$ cat config.mk
export PLATFORM = sky130hd
export DESIGN_NAME = instr_mem_loader
export DESIGN_NICKNAME = d
export VERILOG_FILES = /design/src/rtl/instr_mem_loader.sv
export SDC_FILE = /design/constraint.sdc
export NUM_CORES = 1
export LEC_CHECK = 0
export ABC_CLOCK_PERIOD_IN_PS = 2400
export CAP_MARGIN = 10
export CORE_MARGIN = 2
export CORE_UTILIZATION = 47
export CTS_BUF_LIST = sky130_fd_sc_hd__clkbuf_16
export DETAILED_ROUTE_END_ITERATION = 6
export HOLD_SLACK_MARGIN = 0.12
export PLACE_DENSITY = 0.91
export SKIP_CTS_REPAIR_TIMING = 1
export SLEW_MARGIN = 0
export SYNTH_ARGS = -nofsm -noshare
export SYNTH_HDL_FRONTEND = slang
export SYNTH_SLANG_ARGS = --single-unit
$ cat constraint.sdc
create_clock -name clk -period 2.4 [get_ports clk]
set_input_delay 0.48 -clock clk [delete_from_list [all_inputs] [get_ports clk]]
set_output_delay 0.48 -clock clk [all_outputs]
set_load 0.03 [all_outputs]
$ cat src/rtl/instr_mem_loader.sv
// Boot-time instruction loader: packs a little-endian byte stream into 32-bit words and
// writes them to instruction memory, keeping the core in reset (busy) for the whole session.
module instr_mem_loader #(
    parameter int unsigned MEM_WORDS = 33
) (
    input  logic        clk,
    input  logic        rst_n,
    input  logic        start,
    input  logic [5:0]  num_words,
    input  logic        byte_valid,
    input  logic [7:0]  byte_data,
    output logic        byte_ready,
    output logic        mem_wr_en,
    output logic [31:0] mem_wr_addr,
    output logic [31:0] mem_wr_data,
    output logic        busy,
    output logic        done,
    output logic        error
);

    typedef enum logic [1:0] {StIdle, StCollect, StWrite, StFinish} state_e;

    state_e      state_q, state_d;
    logic [5:0]  num_q, num_d;
    logic [5:0]  word_idx_q, word_idx_d;
    logic [1:0]  byte_idx_q, byte_idx_d;
    logic [31:0] asm_q, asm_d;
    logic        error_q, error_d;
    logic        start_ok;
    logic        last_word;

    assign start_ok = (num_words != 6'd0) && (32'(num_words) <= MEM_WORDS);
    // Second term bounds the write address even if the latched count were ever corrupted.
    assign last_word = (word_idx_q == num_q - 6'd1) || (32'(word_idx_q) >= MEM_WORDS - 1);

    always_comb begin
        state_d    = state_q;
        num_d      = num_q;
        word_idx_d = word_idx_q;
        byte_idx_d = byte_idx_q;
        asm_d      = asm_q;
        error_d    = 1'b0;
        unique case (state_q)
            StIdle: begin
                if (start) begin
                    if (start_ok) begin
                        num_d      = num_words;
                        word_idx_d = '0;
                        byte_idx_d = '0;
                        asm_d      = '0;
                        state_d    = StCollect;
                    end else begin
                        error_d = 1'b1;
                    end
                end
            end
            StCollect: begin
                if (byte_valid) begin
                    asm_d[8*byte_idx_q +: 8] = byte_data;
                    byte_idx_d               = byte_idx_q + 2'd1;
                    if (byte_idx_q == 2'd3) begin
                        state_d = StWrite;
                    end
                end
            end
            StWrite: begin
                word_idx_d = word_idx_q + 6'd1;
                byte_idx_d = '0;
                asm_d      = '0;
                state_d    = last_word ? StFinish : StCollect;
            end
            StFinish: begin
                state_d = StIdle;
            end
            default: begin
                state_d = StIdle;
            end
        endcase
    end

    always_ff @(posedge clk or negedge rst_n) begin
        if (!rst_n) begin
            state_q    <= StIdle;
            num_q      <= '0;
            word_idx_q <= '0;
            byte_idx_q <= '0;
            asm_q      <= '0;
            error_q    <= 1'b0;
        end else begin
            state_q    <= state_d;
            num_q      <= num_d;
            word_idx_q <= word_idx_d;
            byte_idx_q <= byte_idx_d;
            asm_q      <= asm_d;
            error_q    <= error_d;
        end
    end

    // All outputs decode from reset-cleared registers, so they drop as soon as rst_n falls.
    assign byte_ready  = (state_q == StCollect);
    assign mem_wr_en   = (state_q == StWrite);
    assign mem_wr_addr = mem_wr_en ? {24'd0, word_idx_q, 2'b00} : 32'd0;
    assign mem_wr_data = mem_wr_en ? asm_q : 32'd0;
    assign busy        = (state_q != StIdle);
    assign done        = (state_q == StFinish);
    assign error       = error_q;

endmodule

==> results.json <==
{
  "status": "completed",
  "fin_util_pct": 61.6,
  "stdcell_area_mm2": 0.00367,
  "tritoncts": "built",
  "setup.worst_path.class": "in -> reg",
  "grt_pass1_wl_um": 11200,
  "die_w_um": 82.5,
  "rows": 28,
  "routed-wl-met2_um": 3620,
  "slew_violations": 0,
  "io_pins": 87,
  "fp.dieArea_mm2": 0.00681,
  "slowest_stage": "or4_4",
  "synth.cell_area_mm2": 0.00290,
  "diodes": 0,
  "p_leak_uw": 0.00174,
  "max_stage_delay_ns": 0.55,
  "wl_per_cell_um": 15.1,
  "netlist_instances": 309,
  "ys_seq_elements": 49,
  "clkLatencyLatePin_ns": 0.29,
  "antenna_left": 0,
  "nNetsFinal": 412,
  "drive_above_1_share_pct": 20.8,
  "routabilityCongestion": 0.870,
  "start_util_pct": 48.7,
  "ys_warn_count": 0,
  "arrival_ns": 2.49,
  "synth_cell_types": 47,
  "via_per_inst": 5.21,
  "cts.clk_slew.worst_paths_ns": 0.06,
  "drtPass1Iterations": 4,
  "max-cap-violations": 0,
  "path_cells": "clkdlybuf4s50_1 -> or4_4 -> o2111a_2 -> nor2_4 -> nor4b_4 -> buf_4 -> a22o_1",
  "p_per_area_mw_per_mm2": 1080,
  "cp.required_ns": 2.57,
  "cp-end-kind": "register",
  "top_layer": "met4",
  "mostFrequentLayoutCells": "buf_4 (53), nand2_1 (50), dfrtp_1 (49)",
  "max_freq_mhz": 430,
  "timing.rr.start": "state_q[0]",
  "cts_buffer_depth": 2,
  "port_buffers": 60,
  "setup_tns_ns": 0,
  "wl_met1_um": 2780,
  "wl_um": 6950,
  "clkSinkCount": 49,
  "vias": 2390,
  "wl_met3_um": 398,
  "place_area_mm2": 0.00352,
  "power_uw": 3950,
  "syn_avg_cell_area_um2": 9.38,
  "grt.total_usage_pct": 21.9,
  "syn_to_final_growth_pct": 26.6,
  "cts_root_buf": "clkbuf_16",
  "hold_path.class": "in -> async",
  "fin_crit_sh_pct": 96.9,
  "die_h_um": 82.5,
  "overflow": 0,
  "htreeDepth": 2,
  "first_global_vias": 2296,
  "final_common_cell": "buf_4",
  "period_minus_slack_ns": 2.33,
  "antenna_found_initial": 0,
  "crit_path_start": "num_words[1]",
  "dpl.cell_count": 450,
  "drc": 0,
  "fp.coreArea_mm2": 0.00596,
  "dpl.hpwl_um": 5150,
  "dr.first_iter.drc_count": 189,
  "setup_viol": 0,
  "ys_seq_area_share_pct": 42.3,
  "vdd_drop_max_uv": 509,
  "hold_viol_final": 0,
  "crit_path_max_fanout": 8,
  "cts_made_buffers": 5,
  "clock_skew_ns": 0.00991,
  "startpoint_type": "input pin",
  "final_cells": 459,
  "grt_max_degree": 50
}
## state kept, by name, indices dropped and copies added (netlist names)
signal / count
error: 1
word_idx_q: 6
byte_idx_q: 2
asm_q: 32
state_q: 2
num_q: 6
## cell usage after synthesis, drive strengths merged
cell,n,share of area [%]
mux2i,1,0.35
o32a,2,0.69
o22ai,1,0.22
ha,11,4.7
and2,33,7.1
or2,1,0.22
xor2,3,0.91
o211ai,2,0.52
dfrtp,49,42
nor2b,3,0.65
o41ai,1,0.56
a21boi,1,0.26
a31oi,1,0.22
clkbuf,7,0.91
inv,13,1.7
a21o,2,0.52
o2111a,1,0.43
and3,1,0.22
nand3,7,1.2
a21oi,9,1.6
a22o,16,4.8
nor4b,1,0.82
buf,29,7.6
nand2,50,6.5
or4,1,0.39
o221ai,2,0.60
mux2,6,2.3
or3,1,0.22
nand2b,1,0.22
nor2,10,1.6
nor4,2,0.95
nor3,5,0.86
o21a,1,0.26
conb,1,0.13
nand3b,1,0.26
o21ai,23,4.5
xnor2,6,1.8
clkinv,1,0.13
nor3b,2,0.52
o2111ai,1,0.30
## stage by stage
step                hold WS, ns  setup slack [ns]
finish                    0.162            0.0748
global route              0.195          -0.00232
CTS                       0.182           -0.0197
detailed placement        0.468            -0.302
global placement          0.454            -0.138
floorplan                 0.184            0.0361
## metal layers
metal / GRT usage [%] / vias to the layer above
met2: 36.8 / 92
li1: - / 1147
met4: 8.03 / 0
met3: 3.37 / 15
met5: 0 / -
met1: 28.7 / 1136
## power breakdown
part	switching (uW)	total (uW)	internal [uW]
logic	1210	2060	852
clock network	299	683	384
registers	199	1210	1010
## final cells by class
cell class	instances	area [um^2]
fill	483	2290
multi-input combinational	235	1470
sequential	49	1230
timing repair buffer	78	686
clock buffer	5	125
tap	75	93.8
inverter	14	52.6
clock inverter	3	17.5
## critical path: cells and delay by family
family,cells,cell delay [ns]
AO/OA/AOI/OAI,2,0.56
AND/OR/NAND/NOR,3,0.85
buffers and inverters,2,0.60
## path summary, 6_finish.rpt
| path | end | slack (ns) | depth (start not counted) |
|---|---|---|---|
| max | asm_q[14] | 0.07 | 7 |
| min | num_q[5] | 0.16 | 2 |
| max reg2reg | asm_q[4] | 0.38 | 7 |
| min reg2reg | asm_q[25] | 0.48 | 2 |
| max in group asynchronous | asm_q[10] | 2.00 | 2 |
| min in group clk | asm_q[25] | 0.48 | 2 |
## logic make-up after synthesis
group                      Yosys count  synth area share, %
AOI/OAI and AO/OA                   63                 15.5
xor gates and xnor gates             9                 2.72
adders and majority gates           11                 4.75
buffers and inverters               50                 10.3
DFF                                 49                 42.3
muxes                                7                 2.68
other                                1                0.129
and+or+nand+nor                    119                 21.7
No activity file was read; power rests on OpenSTA's default activity.
